--- config.mk ---
export PLATFORM = sky130hd
export DESIGN_NAME = reorder_buffer
export DESIGN_NICKNAME = d
export VERILOG_FILES = /design/src/rtl/reorder_buffer_pkg.sv /design/src/rtl/reorder_buffer_fwd.sv /design/src/rtl/reorder_buffer.sv
export SDC_FILE = /design/constraint.sdc
export NUM_CORES = 2
export LEC_CHECK = 0
export ABC_AREA = 1
export CAP_MARGIN = 10
export CORE_MARGIN = 8
export CORE_UTILIZATION = 40
export DETAILED_ROUTE_END_ITERATION = 8
export GPL_TIMING_DRIVEN = 1
export HOLD_SLACK_MARGIN = 0.1
export MAX_ROUTING_LAYER = met4
export PLACE_DENSITY_LB_ADDON = 0.12
export SYNTH_ARGS = -nofsm -noshare
export SYNTH_HDL_FRONTEND = slang
export SYNTH_HIERARCHICAL = 1
export SYNTH_SLANG_ARGS = --single-unit
--- constraint.sdc ---
create_clock -name clk -period 9.4 [get_ports clk]
set_clock_uncertainty 0.2 [all_clocks]
set_input_delay 2.35 -clock clk [delete_from_list [all_inputs] [get_ports clk]]
set_output_delay 2.35 -clock clk [all_outputs]
set_load 0.02 [all_outputs]
--- src/rtl/reorder_buffer_pkg.sv ---
// rtl/reorder_buffer_pkg.sv - widths, tag wrap helper and output records for the reorder buffer
package reorder_buffer_pkg;
    localparam int ROB_BIT   = 4;
    localparam int REG_BIT   = 5;
    localparam int DAT_W     = 32;
    localparam int RAM_ADR_W = 32;
    localparam int OP_W      = 6;
    localparam int ROB_S     = 2 ** ROB_BIT;

    typedef logic [ROB_BIT-1:0] rob_tag_t;

    localparam rob_tag_t TAG_FIRST = rob_tag_t'(1);
    localparam rob_tag_t TAG_LAST  = rob_tag_t'(ROB_S - 1);
    localparam rob_tag_t FULL_MARK = rob_tag_t'(ROB_S - 2);

    // Tag 0 means "no producer", so the wrap skips it.
    function automatic rob_tag_t rob_next(input rob_tag_t t);
        return (t == TAG_LAST) ? TAG_FIRST : t + rob_tag_t'(1);
    endfunction

    typedef struct packed {
        logic                 en;
        logic                 ic;
        logic                 ls;
        logic [OP_W-1:0]      op;
        logic [DAT_W-1:0]     imm;
        logic [RAM_ADR_W-1:0] pc;
        logic [ROB_BIT-1:0]   qd;
        logic [ROB_BIT-1:0]   qj;
        logic [ROB_BIT-1:0]   qk;
        logic [DAT_W-1:0]     vj;
        logic [DAT_W-1:0]     vk;
    } rs_out_t;

    typedef struct packed {
        logic               en;
        logic [REG_BIT-1:0] rd;
        logic [ROB_BIT-1:0] q;
        logic [DAT_W-1:0]   v;
    } cm_out_t;
endpackage

--- src/rtl/reorder_buffer_fwd.sv ---
// rtl/reorder_buffer_fwd.sv - single-operand resolver: RF value, CDB bypass, then completed entry
module reorder_buffer_fwd
    import reorder_buffer_pkg::*;
(
    input  logic [ROB_BIT-1:0]     q,
    input  logic [DAT_W-1:0]       v,
    input  logic                   cdb_en,
    input  logic [ROB_BIT-1:0]     cdb_q,
    input  logic [DAT_W-1:0]       cdb_v,
    input  logic [ROB_S-1:0]       ent_ready,
    input  logic [ROB_S*DAT_W-1:0] ent_val,
    output logic [ROB_BIT-1:0]     res_q,
    output logic [DAT_W-1:0]       res_v
);
    always_comb begin
        res_q = q;
        res_v = v;
        if (q == '0) begin
            res_q = '0;
            res_v = v;
        end else if (cdb_en && (cdb_q == q)) begin
            res_q = '0;
            res_v = cdb_v;
        end else if (ent_ready[q]) begin
            res_q = '0;
            res_v = ent_val[32'(q)*DAT_W +: DAT_W];
        end
    end
endmodule

--- src/rtl/reorder_buffer.sv ---
// rtl/reorder_buffer.sv - circular reorder buffer: tag allocation, operand resolve, in-order commit
module reorder_buffer
    import reorder_buffer_pkg::*;
(
    input  logic                 clk,
    input  logic                 rst,
    input  logic                 en,
    input  logic                 flush_i,
    input  logic                 rf_en_i,
    input  logic                 rf_ic_i,
    input  logic                 rf_ls_i,
    input  logic [REG_BIT-1:0]   rf_rd_i,
    input  logic [ROB_BIT-1:0]   rf_qd_i,
    input  logic [ROB_BIT-1:0]   rf_qj_i,
    input  logic [ROB_BIT-1:0]   rf_qk_i,
    input  logic [DAT_W-1:0]     rf_vj_i,
    input  logic [DAT_W-1:0]     rf_vk_i,
    input  logic [OP_W-1:0]      rf_op_i,
    input  logic [DAT_W-1:0]     rf_imm_i,
    input  logic [RAM_ADR_W-1:0] rf_pc_i,
    output logic [ROB_BIT-1:0]   rob_qd_o,
    output logic                 full_o,
    input  logic                 cdb_en_i,
    input  logic [ROB_BIT-1:0]   cdb_q_i,
    input  logic [DAT_W-1:0]     cdb_v_i,
    output logic                 rs_en_o,
    output logic                 rs_ic_o,
    output logic                 rs_ls_o,
    output logic [OP_W-1:0]      rs_op_o,
    output logic [DAT_W-1:0]     rs_imm_o,
    output logic [RAM_ADR_W-1:0] rs_pc_o,
    output logic [ROB_BIT-1:0]   rs_qd_o,
    output logic [ROB_BIT-1:0]   rs_qj_o,
    output logic [ROB_BIT-1:0]   rs_qk_o,
    output logic [DAT_W-1:0]     rs_vj_o,
    output logic [DAT_W-1:0]     rs_vk_o,
    output logic                 cm_en_o,
    output logic [REG_BIT-1:0]   cm_rd_o,
    output logic [ROB_BIT-1:0]   cm_q_o,
    output logic [DAT_W-1:0]     cm_v_o
);
    rob_tag_t               head;
    rob_tag_t               tail;
    rob_tag_t               count;
    rob_tag_t               count_nxt;
    logic [ROB_S-1:0]       busy;
    logic [ROB_S-1:0]       ready;
    logic [REG_BIT-1:0]     ent_rd [ROB_S];
    logic [ROB_S*DAT_W-1:0] ent_val;

    logic                   flush_now;
    logic                   do_issue;
    logic                   do_commit;
    logic                   do_cdb;
    rob_tag_t               res_qj;
    rob_tag_t               res_qk;
    logic [DAT_W-1:0]       res_vj;
    logic [DAT_W-1:0]       res_vk;
    rs_out_t                rs_r;
    cm_out_t                cm_r;

    reorder_buffer_fwd u_fwd_j (
        .q         (rf_qj_i),
        .v         (rf_vj_i),
        .cdb_en    (cdb_en_i),
        .cdb_q     (cdb_q_i),
        .cdb_v     (cdb_v_i),
        .ent_ready (ready),
        .ent_val   (ent_val),
        .res_q     (res_qj),
        .res_v     (res_vj)
    );

    reorder_buffer_fwd u_fwd_k (
        .q         (rf_qk_i),
        .v         (rf_vk_i),
        .cdb_en    (cdb_en_i),
        .cdb_q     (cdb_q_i),
        .cdb_v     (cdb_v_i),
        .ent_ready (ready),
        .ent_val   (ent_val),
        .res_q     (res_qk),
        .res_v     (res_vk)
    );

    // The count==N-1 guard drops an issue that would land on the busy head entry.
    always_comb begin
        flush_now = en && flush_i;
        do_issue  = en && !flush_i && rf_en_i && (count != TAG_LAST);
        do_commit = en && !flush_i && busy[head] && ready[head];
        do_cdb    = en && !flush_i && cdb_en_i && (cdb_q_i != '0) && busy[cdb_q_i];
    end

    always_comb begin
        count_nxt = count;
        if (do_issue && !do_commit) begin
            count_nxt = count + rob_tag_t'(1);
        end else if (!do_issue && do_commit) begin
            count_nxt = count - rob_tag_t'(1);
        end
    end

    // Order matters: a commit clears after any CDB write to the same entry.
    always_ff @(posedge clk or posedge rst) begin
        if (rst) begin
            head   <= TAG_FIRST;
            tail   <= TAG_FIRST;
            count  <= '0;
            busy   <= '0;
            ready  <= '0;
            full_o <= 1'b0;
        end else if (flush_now) begin
            head   <= TAG_FIRST;
            tail   <= TAG_FIRST;
            count  <= '0;
            busy   <= '0;
            ready  <= '0;
            full_o <= 1'b0;
        end else if (en) begin
            if (do_cdb) begin
                ready[cdb_q_i] <= 1'b1;
            end
            if (do_commit) begin
                busy[head]  <= 1'b0;
                ready[head] <= 1'b0;
                head        <= rob_next(head);
            end
            if (do_issue) begin
                busy[rf_qd_i]  <= 1'b1;
                ready[rf_qd_i] <= 1'b0;
                tail           <= rob_next(tail);
            end
            count  <= count_nxt;
            full_o <= (count_nxt >= FULL_MARK);
        end
    end

    always_ff @(posedge clk) begin
        if (do_cdb) begin
            ent_val[32'(cdb_q_i)*DAT_W +: DAT_W] <= cdb_v_i;
        end
        if (do_issue) begin
            ent_rd[rf_qd_i] <= rf_rd_i;
        end
    end

    always_ff @(posedge clk or posedge rst) begin
        if (rst) begin
            rs_r <= '0;
            cm_r <= '0;
        end else if (flush_now) begin
            rs_r <= '0;
            cm_r <= '0;
        end else if (!en) begin
            rs_r.en <= 1'b0;
            cm_r.en <= 1'b0;
        end else begin
            rs_r.en <= do_issue;
            if (do_issue) begin
                rs_r.ic  <= rf_ic_i;
                rs_r.ls  <= rf_ls_i;
                rs_r.op  <= rf_op_i;
                rs_r.imm <= rf_imm_i;
                rs_r.pc  <= rf_pc_i;
                rs_r.qd  <= rf_qd_i;
                rs_r.qj  <= res_qj;
                rs_r.qk  <= res_qk;
                rs_r.vj  <= res_vj;
                rs_r.vk  <= res_vk;
            end
            cm_r.en <= do_commit;
            if (do_commit) begin
                cm_r.rd <= ent_rd[head];
                cm_r.q  <= head;
                cm_r.v  <= ent_val[32'(head)*DAT_W +: DAT_W];
            end
        end
    end

    assign rob_qd_o = tail;
    assign rs_en_o  = rs_r.en;
    assign rs_ic_o  = rs_r.ic;
    assign rs_ls_o  = rs_r.ls;
    assign rs_op_o  = rs_r.op;
    assign rs_imm_o = rs_r.imm;
    assign rs_pc_o  = rs_r.pc;
    assign rs_qd_o  = rs_r.qd;
    assign rs_qj_o  = rs_r.qj;
    assign rs_qk_o  = rs_r.qk;
    assign rs_vj_o  = rs_r.vj;
    assign rs_vk_o  = rs_r.vk;
    assign cm_en_o  = cm_r.en;
    assign cm_rd_o  = cm_r.rd;
    assign cm_q_o   = cm_r.q;
    assign cm_v_o   = cm_r.v;
endmodule

==> results.cfg <==
[clock_network]
cts_tree = done
clkSinkCount = 828
cts_max_path_buffers = 3
path_clk_slew_ps = 60
h-tree-depth = 3
root_buffer = clkbuf_16
numCtsBuffers = 96
clock_latency_ps = 730
cts_hold_buf = 0
cts_resized = 0
cts_setup_buffers = 0

[synth]
syn-cell-area_mm2 = 0.0510
yosysWarnings = 6
ys.flop_type = edfxtp_1
synth_top_area_share = 0.349
syn_inst = 7013
synth-seq-cells = 828
async_flop_share = 0.285
synth.avg_cell_area_um2 = 7.27
yosys.area.top_type = edfxtp_1
ys_seq_area_frac = 0.465
synth_area_leaders = edfxtp_1 35%, nand2_1 12%, dfrtp_1 11%
synth_cell_types = 43
synth_edf_count = 592

[place]
place_ws_ps = 2190
globalplace.congestion = 0.920
dp_hpwl_um = 147000
place_inst = 8700
io_buffers = 390

[critical_path]
reg2regPathDepth = 11
crit_end = ent_val[422]
cp_max_fo = 22
cp_common_cell = nand2_1
critical_path_required_ps = 9530
crit_path_max_incr_delay_ps = 940
r2r_start = busy[14]
path_cells = clkdlybuf4s50_1, inv_1, a21oi_1, o21ai_0, nand2_1, nand2_1, nand2_1, nor2_1, nor2_1, nand2_1, nor2_4, buf_4
cp_slowest_cell = clkdlybuf4s50_1
crit_path_end_kind = flip-flop
r2r_end = ent_val[422]
cp-start-kind = input port
critPathArrivalTime_ps = 6840
rrSetupSlack_ps = 5210
worstSetupPathType = input port to flip-flop
cp-startpoint = cdb_q_i[1]

[floorplan]
start_util = 0.401
dieArea_mm2 = 0.139
io_pins = 391
core-area_mm2 = 0.127
die_y_um = 373
row_count = 131
die_w_um = 373

[pwr]
vdd_drop_max_uv = 159
finalPower_w = 0.00947
leakage_nw = 24.8
p_per_area_mw_per_mm2 = 160

[run_status]
run_status = completed

[detailed_routing]
met2WireLength_um = 104000
drt_wl_total_um = 237000
vias = 51900
drtIter0Drc = 7049
met1_length_um = 89200
routed.top_layer = met4
firstDrtPassIters = 8
route.detailed.wl_per_inst_um = 26.7
drt-vias-per-instance = 5.85
wl_met3_um = 24900
drc = 0
detail-route-antenna-nets = 0

[global_routing]
grt_pass1_wl_um = 340000
track_usage = 0.334
antenna_found_initial = 11
grt_max_degree = 183
grt_pass1_vias = 49100
overflow = 0

[sta]
post-route-min-period_ps = 6710
fin_crit_sh = 0.713
setup_slack_ps = 2690
slew_violations = 0
hold_viol_final = 0
rsz0062_at_grt = false
slew_headroom = 0.0261
fmax_mhz = 149
setup_tns_ps = 0
final-setup-viol-count = 0
worst_pin_slew_ps = 1460

[layout]
fin_cells = 8884
final_layout_size_suffix_gt1_frac = 0.0527
area_growth_syn_to_layout_pct = 16.4
nets = 7348

[run]
cap_violations = 0

[worst_hold_path]
hold_class = flip-flop to flip-flop
whs_path_depth = 2
[critical path, delay by kind of cell]
family / cells / cell delay, ps
and+or+nand+nor: 7 / 2270
buffers and inverters: 3 / 1860
AOI/OAI and AO/OA: 2 / 310
[area by class of cell]
class                           instances  area [µm²]
Sequential cell                       828       23700
Clock buffer                          116        2550
Timing Repair Buffer                  520        4970
Fill cell                           12600       67700
Clock inverter                         55         689
Multi-Input combinational cell       5021       22800
Inverter                              671        2570
Antenna cell                           11        27.5
Tap cell                             1662        2080
[through the flow]
| step | instance area [µm²] | util | hold slack [ps] |
|---|---|---|---|
| finish | 59300 | 0.467 | 288 |
| CTS | 59300 | 0.467 | 288 |
| floorplan | 51100 | - | 276 |
| global placement | 56100 | 0.441 | 273 |
| detailed placement | 56100 | 0.441 | 269 |
| global route | 59300 | 0.467 | 302 |
[routing by layer]
layer | GRT usage | vias up
met3 | 0.0621 | 817
met2 | 0.498 | 3288
met4 | 0.228 | 0
li1 | - | 23200
met1 | 0.412 | 24700
met5 | - | -
[cells by family (layout without fill, tap and decap cells)]
logic type / after synthesis / count (layout) / share of synthesized area
fa+ha+maj: 15 / 15 / 0.00368
compound gates: 1081 / 1081 / 0.122
xor+xnor: 7 / 7 / 0.00135
flops: 828 / 828 / 0.465
other cells: 1 / 43 / 0.0000736
buf+inv: 1195 / 1362 / 0.0957
simple gates: 3886 / 3886 / 0.312
[worst min path at each step]
stage | start | to | slack [ps]
floorplan | head[2] | head[2] | 280
global placement | cm_v_o[27] | cm_v_o[27] | 270
detailed placement | full_o | full_o | 270
CTS | full_o | full_o | 290
global route | cm_q_o[3] | cm_q_o[3] | 300
finish | full_o | full_o | 290
[power by group]
part	total (W)	switching (W)	internal, W
logic	0.00147	0.00102	0.000447
registers	0.00403	0.0000507	0.00398
clock network	0.00398	0.00166	0.00231
[synthesized netlist by cell type, types with 105 or more instances]
library cell and instances:
dfrtp_1 234, buf_2 173, clkbuf_1 266, nand3_1 621, a22o_1 161, o21ai_0 621, inv_1 644, o22ai_1 148
nand2_1 1653, nor3_1 115, nor2_1 1397, a21oi_1 105, edfxtp_1 592
[registers in the layout (all words and copies together), names as in the netlist, 6 cells and up]
signal,flops
ent_val,512
ent_rd,80
cm_v_o,32
rs_imm_o,32
rs_pc_o,32
rs_vj_o,32
rs_vk_o,32
busy,16
ready,16
rs_op_o,6
[cell usage in the layout (no fill, tap or decap), types with 113 or more instances in the layout]
cell type / n
nand2_1: 1650
nor2_1: 1374
inv_1: 642
o21ai_0: 621
nand3_1: 619
edfxtp_1: 592
clkdlybuf4s50_1: 382
dfrtp_1: 233
a22o_1: 161
o22ai_1: 148
buf_4: 122
nor3_1: 113
Power figures use the tool's default switching activity.
